--- config.mk ---
export PLATFORM = sky130hd
export DESIGN_NAME = hazard_forward_unit_mc
export DESIGN_NICKNAME = d
export VERILOG_FILES = /design/src/rtl/hazard_forward_unit_mc.sv
export SDC_FILE = /design/constraint.sdc
export NUM_CORES = 1
export LEC_CHECK = 0
export BUFFER_PORTS_ARGS = -buffer_cell sky130_fd_sc_hd__buf_2
export CORE_MARGIN = 4
export CORE_UTILIZATION = 35
export DETAILED_ROUTE_END_ITERATION = 7
export PLACE_DENSITY_LB_ADDON = 0.05
export SYNTH_ARGS = -nofsm -noshare
export SYNTH_HDL_FRONTEND = slang
export SYNTH_SLANG_ARGS = --single-unit
--- constraint.sdc ---
create_clock -name clk -period 6 [get_ports clk]
set_input_delay 1.2 -clock clk [delete_from_list [all_inputs] [get_ports clk]]
set_output_delay 1.2 -clock clk [all_outputs]
set_load 0.02 [all_outputs]
--- src/rtl/hazard_forward_unit_mc.sv ---
// rtl/hazard_forward_unit_mc.sv - EX forwarding, ID hazard detection and multiplier scoreboard
module hazard_forward_unit_mc #(
  parameter int REG_ADDR_W = 5,
  parameter int MULT_LAT   = 4,
  parameter int CNT_W      = 4
) (
  input  logic                  clk,
  input  logic                  rst,
  input  logic [REG_ADDR_W-1:0] rs1_IF_ID,
  input  logic [REG_ADDR_W-1:0] rs2_IF_ID,
  input  logic [REG_ADDR_W-1:0] rd_IF_ID,
  input  logic                  uses_rs1_ID,
  input  logic                  uses_rs2_ID,
  input  logic                  reg_write_ID,
  input  logic                  is_mult_ID,
  input  logic [REG_ADDR_W-1:0] rs1_ID_EX,
  input  logic [REG_ADDR_W-1:0] rs2_ID_EX,
  input  logic [REG_ADDR_W-1:0] rd_ID_EX,
  input  logic                  mem_read_ID_EX,
  input  logic                  is_mult_EX,
  input  logic [REG_ADDR_W-1:0] rd_EX_MEM,
  input  logic [REG_ADDR_W-1:0] rd_MEM_WB,
  input  logic                  reg_write_MEM,
  input  logic                  mem_2_reg_MEM,
  input  logic                  reg_write_WB,
  output logic [1:0]            mux_select_a,
  output logic [1:0]            mux_select_b,
  output logic                  stall,
  output logic                  bubble_ID_EX,
  output logic                  mult_busy,
  output logic                  mult_done,
  output logic [REG_ADDR_W-1:0] mult_rd
);

  localparam logic [CNT_W-1:0] CNT_LAT = CNT_W'(MULT_LAT);
  localparam logic [CNT_W-1:0] CNT_ONE = CNT_W'(1);
  localparam logic [CNT_W-1:0] CNT_TWO = CNT_W'(2);

  logic                  busy_q, busy_d;
  logic [CNT_W-1:0]      cnt_q, cnt_d;
  logic [REG_ADDR_W-1:0] mult_rd_q, mult_rd_d;

  // A fresh issue reloads the counter even in the completion cycle, so busy never drops.
  always_comb begin
    busy_d    = busy_q;
    cnt_d     = cnt_q;
    mult_rd_d = mult_rd_q;
    if (is_mult_EX) begin
      busy_d    = 1'b1;
      cnt_d     = CNT_LAT;
      mult_rd_d = rd_ID_EX;
    end else if (busy_q) begin
      cnt_d = cnt_q - CNT_ONE;
      if (cnt_q == CNT_ONE) busy_d = 1'b0;
    end
  end

  always_ff @(posedge clk) begin
    if (rst) begin
      busy_q    <= 1'b0;
      cnt_q     <= '0;
      mult_rd_q <= '0;
    end else begin
      busy_q    <= busy_d;
      cnt_q     <= cnt_d;
      mult_rd_q <= mult_rd_d;
    end
  end

  logic done_raw;
  assign done_raw = busy_q && (cnt_q == CNT_ONE);

  function automatic logic raw_hit(input logic en, input logic [REG_ADDR_W-1:0] x,
                                   input logic iss, input logic [REG_ADDR_W-1:0] iss_rd,
                                   input logic bsy, input logic [REG_ADDR_W-1:0] pend_rd,
                                   input logic not_last);
    logic nz;
    nz = (x != '0);
    return en && nz && ((iss && x == iss_rd) || (bsy && x == pend_rd && not_last));
  endfunction

  function automatic logic [1:0] fwd_sel(input logic [REG_ADDR_W-1:0] rs, input logic done,
                                         input logic [REG_ADDR_W-1:0] m_rd,
                                         input logic wr_mem, input logic ld_mem,
                                         input logic [REG_ADDR_W-1:0] rd_mem,
                                         input logic wr_wb, input logic [REG_ADDR_W-1:0] rd_wb);
    logic [1:0] sel;
    sel = 2'b00;
    if (rs != '0) begin
      if (done && rs == m_rd)                       sel = 2'b11;
      else if (wr_mem && !ld_mem && rd_mem == rs)   sel = 2'b10;
      else if (wr_wb && rd_wb == rs)                sel = 2'b01;
    end
    return sel;
  endfunction

  logic not_last, mult_stall, struct_stall, load_stall, stall_raw;
  logic [1:0] sel_a, sel_b;

  // At cnt==2 the dependent instruction may advance: it reaches EX exactly as the result appears.
  always_comb begin
    not_last   = (cnt_q != CNT_TWO);
    mult_stall = raw_hit(uses_rs1_ID, rs1_IF_ID, is_mult_EX, rd_ID_EX, busy_q, mult_rd_q, not_last)
               | raw_hit(uses_rs2_ID, rs2_IF_ID, is_mult_EX, rd_ID_EX, busy_q, mult_rd_q, not_last)
               | raw_hit(reg_write_ID, rd_IF_ID, is_mult_EX, rd_ID_EX, busy_q, mult_rd_q, not_last);
    struct_stall = is_mult_ID && (is_mult_EX || (busy_q && cnt_q > CNT_TWO));
    load_stall   = mem_read_ID_EX && (rd_ID_EX != '0) &&
                   ((uses_rs1_ID && rs1_IF_ID == rd_ID_EX) ||
                    (uses_rs2_ID && rs2_IF_ID == rd_ID_EX));
    stall_raw = mult_stall | struct_stall | load_stall;
    sel_a = fwd_sel(rs1_ID_EX, done_raw, mult_rd_q, reg_write_MEM, mem_2_reg_MEM, rd_EX_MEM,
                    reg_write_WB, rd_MEM_WB);
    sel_b = fwd_sel(rs2_ID_EX, done_raw, mult_rd_q, reg_write_MEM, mem_2_reg_MEM, rd_EX_MEM,
                    reg_write_WB, rd_MEM_WB);
  end

  assign mux_select_a = rst ? 2'b00 : sel_a;
  assign mux_select_b = rst ? 2'b00 : sel_b;
  assign stall        = !rst && stall_raw;
  assign bubble_ID_EX = !rst && stall_raw;
  assign mult_busy    = !rst && busy_q;
  assign mult_done    = !rst && done_raw;
  assign mult_rd      = rst ? '0 : mult_rd_q;

endmodule
Word-level counts from Yosys, hierarchy flattened. Cells that the tools add are included.

Bits in registers: 10. Latch bits: 0. Memory bits (writable): 0. Bits in read-only memories: 0. Input port bits: 51. Output and inout port bits: 13. Word-level logic and storage cells: 87. Memories kept: 0.

$add $sub $neg: 1. Multiply operators: 0. Divide/modulo/power cells: 0. Magnitude comparators: 1. Eq/ne operators: 14. Shift-type cells: 0. Multiplexer cells: 16. Bitwise operators: 4. Reduce and logical (&&, ||, !) cells: 47.

Operators by type and width (count): $eq A5 B5 Y1 (12); $logic_and A1 B1 Y1 (32); $reduce_bool A5 Y1 (6); $mux W2 (8); $mux W3 (2); $logic_or A1 B1 Y1 (5); $mux W1 (5); $mux W5 (1); $eq A4 B1 Y1 const B (1); $gt A4 B2 Y1 const B (1); $ne A4 B2 Y1 const B (1); $or A1 B1 Y1 (4); $sub A4 B1 Y4 const B (1); $logic_not A1 Y1 (2); $reduce_bool A2 Y1 (1); $reduce_or A2 Y1 (1).

Depth between registers and ports, before layout.
Word-level depth: 10. Depth in mapped cells: 7. Depth with buffers taken out: 6.

Worst setup path after synthesis. OpenSTA, ideal clock, no wires.

Kind: input to output. From: in rs2_IF_ID[1]. To: out stall. Arrival time: 2.652 ns. Data required time: 4.800 ns. Path slack: 2.148 ns. Stages on the path: 6. Buffers on the path: 1. Cell sequence: or4_1 o21ai_0 a211oi_1 a41oi_2 a41oi_1 buf_4.

Longest elaborated chain between the ends: 10. Elaborated cells on any way between the ends: 17. Those cells by class: 2 x eq/ne; 4 x bitwise; 11 x reduce/logical.

Ends and longest elaborated chain: start: declaration (line 10) `input logic [REG_ADDR_W-1:0] rs2_IF_ID,`; $eq A5 B5 Y1 (line 79) `return en && nz && ((iss && x == iss_rd) || (bsy && x == pend_rd && not_last));`; $logic_and A1 B1 Y1 (2 in a row) (line 79); $logic_or A1 B1 Y1 (line 79); $logic_and A1 B1 Y1 (line 79); $or A1 B1 Y1 (line 104) `| raw_hit(uses_rs2_ID, rs2_IF_ID, is_mult_EX, rd_ID_EX, busy_q, mult_rd_q, not_last)`; $or A1 B1 Y1 (line 105) `| raw_hit(reg_write_ID, rd_IF_ID, is_mult_EX, rd_ID_EX, busy_q, mult_rd_q, not_last);`; $or A1 B1 Y1 (line 110) `stall_raw = mult_stall | struct_stall | load_stall;`; $or A1 B1 Y1 (*) (line 110); $logic_and A1 B1 Y1 (*); end: declaration (line 28) `output logic stall,`.

Every way passes the cells marked *; elsewhere a longest branch is shown, timed or not.

Worst setup path after layout.
From: in rd_ID_EX[1]. To: out bubble_ID_EX.

Longest elaborated chain between the ends: 9. Elaborated cells on any way between the ends: 23. Those cells by class: 3 x eq/ne; 4 x bitwise; 16 x reduce/logical.

Ends and longest elaborated chain: start: declaration (line 18) `input logic [REG_ADDR_W-1:0] rd_ID_EX,`; $eq A5 B5 Y1, on equally long branches (line 79, 108, 109); $logic_and A1 B1 Y1 (line 79); $logic_or A1 B1 Y1 (line 79); $logic_and A1 B1 Y1 (line 79); $or A1 B1 Y1 (line 104); $or A1 B1 Y1 (line 105); $or A1 B1 Y1 (line 110); $or A1 B1 Y1 (*) (line 110); $logic_and A1 B1 Y1 (*) (line 120) `assign bubble_ID_EX = !rst && stall_raw;`; end: declaration (line 29) `output logic bubble_ID_EX,`.

Marks and branches as above.

==> impl_metrics.yaml <==
setup_path:
  slowest_delay_ns: 0.54
  r2r_slack_ns: 4.76
  path_common_cell: "buf_2"
  slowest_stage: "or4_1"
  r2r_end: "cnt_q[1]$_SDFFE_PP0P_"
  cp-startpoint: "rd_ID_EX[1]"
  endpoint_kind: "output pin"
  path_cells: "buf_2 > or4_1 > o21ai_2 > nor2_1 > a41oi_2 > a41oi_1 > buf_2"
  critical_path_class: "primary input to output pin"
  crit_path_start_kind: "primary input"
  r2r-start: "cnt_q[0]$_SDFFE_PP0P_"
  critical_path_required_ns: 4.80
  path_max_fanout: 5
  worstPathArrival_ns: 2.59
  reg2reg_depth: 3
yosys:
  synth_cell_types: 32
  ys.flop_type: "dfxtp_1"
  synthArstFlopShare_pct: 0
  synth.avg_cell_area_sq_um: 8.00
  synth-edff-count: 0
  synth_area_sq_mm: 0.00135
  synth-seq-cells: 10
  synth_fp_nets: 223
  ys_warn_count: 0
  netlist_instances: 169
  ys_seq_area_share_pct: 14.8
floorplanning:
  ios: 64
  initial_core_util_pct: 36.7
  fp.dieW_um: 70.2
  die_h_um: 70.2
  coreArea_sq_mm: 0.00369
  num_rows: 22
  dieArea_sq_mm: 0.00492
placement:
  io_buffers: 63
  place_inst: 270
  place.gp.congestion: 0.865
  hpwlAfterDp_um: 3360
sta:
  finalClockSkew_ns: 0.000154
  tightest_slew_ns: 0.437
  max-slew-margin-rel_pct: 70.9
  drv_slew: 0
  layout_min_cycle_time_ns: 3.79
  timing.final.crit_share_pct: 63.2
  max_freq_mhz: 264
  final_hold_viol_count: 0
  setup_viol: 0
  rsz0062_at_grt: "false"
  setup_tns_ns: 0
clocking:
  cts.path.max_buffers: 2
  clk_pin_slew_ns: 0.05
  cts_tree: "yes"
  clockRootBuffer: "clkbuf_8"
  clk-insertion-delay-late_ns: 0.23
  cts.sinks: 10
  cts_resized: 0
  cts_hold_buf: 0
  postCtsSetupRepairBufs: 0
  cts_inserted_buffers: 3
  cts_htree_levels: 1
hold_path:
  min_from: "cnt_q[1]$_SDFFE_PP0P_"
  min_to: "cnt_q[1]$_SDFFE_PP0P_"
  hp-class: "flop to flop"
  hold_depth: 2
detailed_routing:
  via_per_inst: 5.27
  routed_wl_um: 4170
  ant_nets: 0
  first_pass_iters: 4
  drc: 0
  vias: 1443
  first_iter_violations: 45
  wl_per_cell_um: 15.2
final_layout:
  fillers: 385
  drive_above_1_share_pct: 31.0
  final_common_cell: "buf_2"
  nets: 281
  antenna_cells: 0
  stdcell_count: 274
  area_growth_pct: 28.2
  final_cell_mix: "buf_2, xnor2_1, xor2_1, nor2_1, dfxtp_1"
power_and_ir_drop:
  ir_worst_vdd_mv: 0.120
  powerDensity_mw_per_mm2: 151
  p_leak_nw: 0.744
global_route:
  grt_util_all_layers_pct: 17.4
  antenna_found_initial: 0
  gr-total-overflow: 0
  grt_pass1_vias: 1501
  grt_pass1_wl_um: 7190
  grt_max_degree: 21
run_status:
  outcome: "completed"
job:
  drv_cap: 0
logic make-up (layout without fill, tap and decap cells):
kind of cell               after synthesis  in the layout  synth area share, %
AOI/OAI and AO/OA                       19             19                 10.6
buffers and inverters                   12             69                 4.16
adders and majority gates                3              3                 2.78
and+or+nand+nor                         57             57                 23.1
DFF                                     10             10                 14.8
muxes                                    5              5                 3.70
xor gates and xnor gates                63             63                 40.8
worst max-delay path by stage:
| stage | to | slack [ns] | depth (start not counted) |
|---|---|---|---|
| after floorplan | stall | 2.15 | 6 |
| after global placement | bubble_ID_EX | 2.22 | 7 |
| after detailed placement | bubble_ID_EX | 2.19 | 7 |
| after CTS | bubble_ID_EX | 2.19 | 7 |
| after global routing | stall | 2.06 | 7 |
| final | bubble_ID_EX | 2.21 | 7 |
cell usage after synthesis (5+ instances only):
master	number	area (sq um)
a21oi_1	5	25.0
buf_2	6	30.0
dfxtp_1	10	200
mux2i_1	5	50.1
nand3_1	6	30.0
nand4_1	6	37.5
nor2_1	13	48.8
nor2b_1	8	50.1
nor3_1	5	25.0
nor4_1	7	43.8
or4_1	6	45.0
xnor2_1	33	289
xor2_1	30	263
per-layer routing:
layer  global-route usage (%)  share of wire (%)  up-vias
li1                         -                  -      705
met1                     22.6                 45      690
met2                     29.7                 49       43
met3                     2.73                5.4        5
met4                     4.47               0.60        0
met5                        0                  0        -
critical path, delay by kind of cell:
family                 cells  cell delay (ns)
AND/OR/NAND/NOR            2             0.61
AO/OA/AOI/OAI              3             0.45
buffers and inverters      2             0.33
where the power goes:
part	switching, mW	total (mW)	internal, mW	leakage (nW)
Sequential	0.00923	0.0800	0.0708	0.0826
Clock	0.0260	0.0837	0.0576	0.0288
Combinational	0.0512	0.0988	0.0477	0.633
stage by stage:
step	cell area [sq um]	power [mW]	setup WS, ns	hold slack (ns)	util, %
after global routing	1730	0.282	2.06	0.548	47.0
final	1730	0.263	2.21	0.524	47.0
after detailed placement	1680	0.180	2.19	0.524	45.5
after floorplan	1350	0.139	2.15	0.492	-
after CTS	1730	0.265	2.19	0.531	47.0
after global placement	1680	0.178	2.22	0.517	45.5
flip-flops by register name, indices dropped and copies added (netlist names):
register,flops
busy_q,1
mult_rd_q,5
cnt_q,4
final cells by class:
class / instances / area (sq um) / area share [%]
clock buffers: 4 / 55.1 / 3.17
repair buffers: 63 / 315 / 18.2
flip-flops and latches: 10 / 200 / 11.5
multi-input cells: 147 / 1100 / 63.2
well taps: 48 / 60.1 / 3.46
inverters: 2 / 7.51 / 0.433
Power figures use the tool's default switching activity.
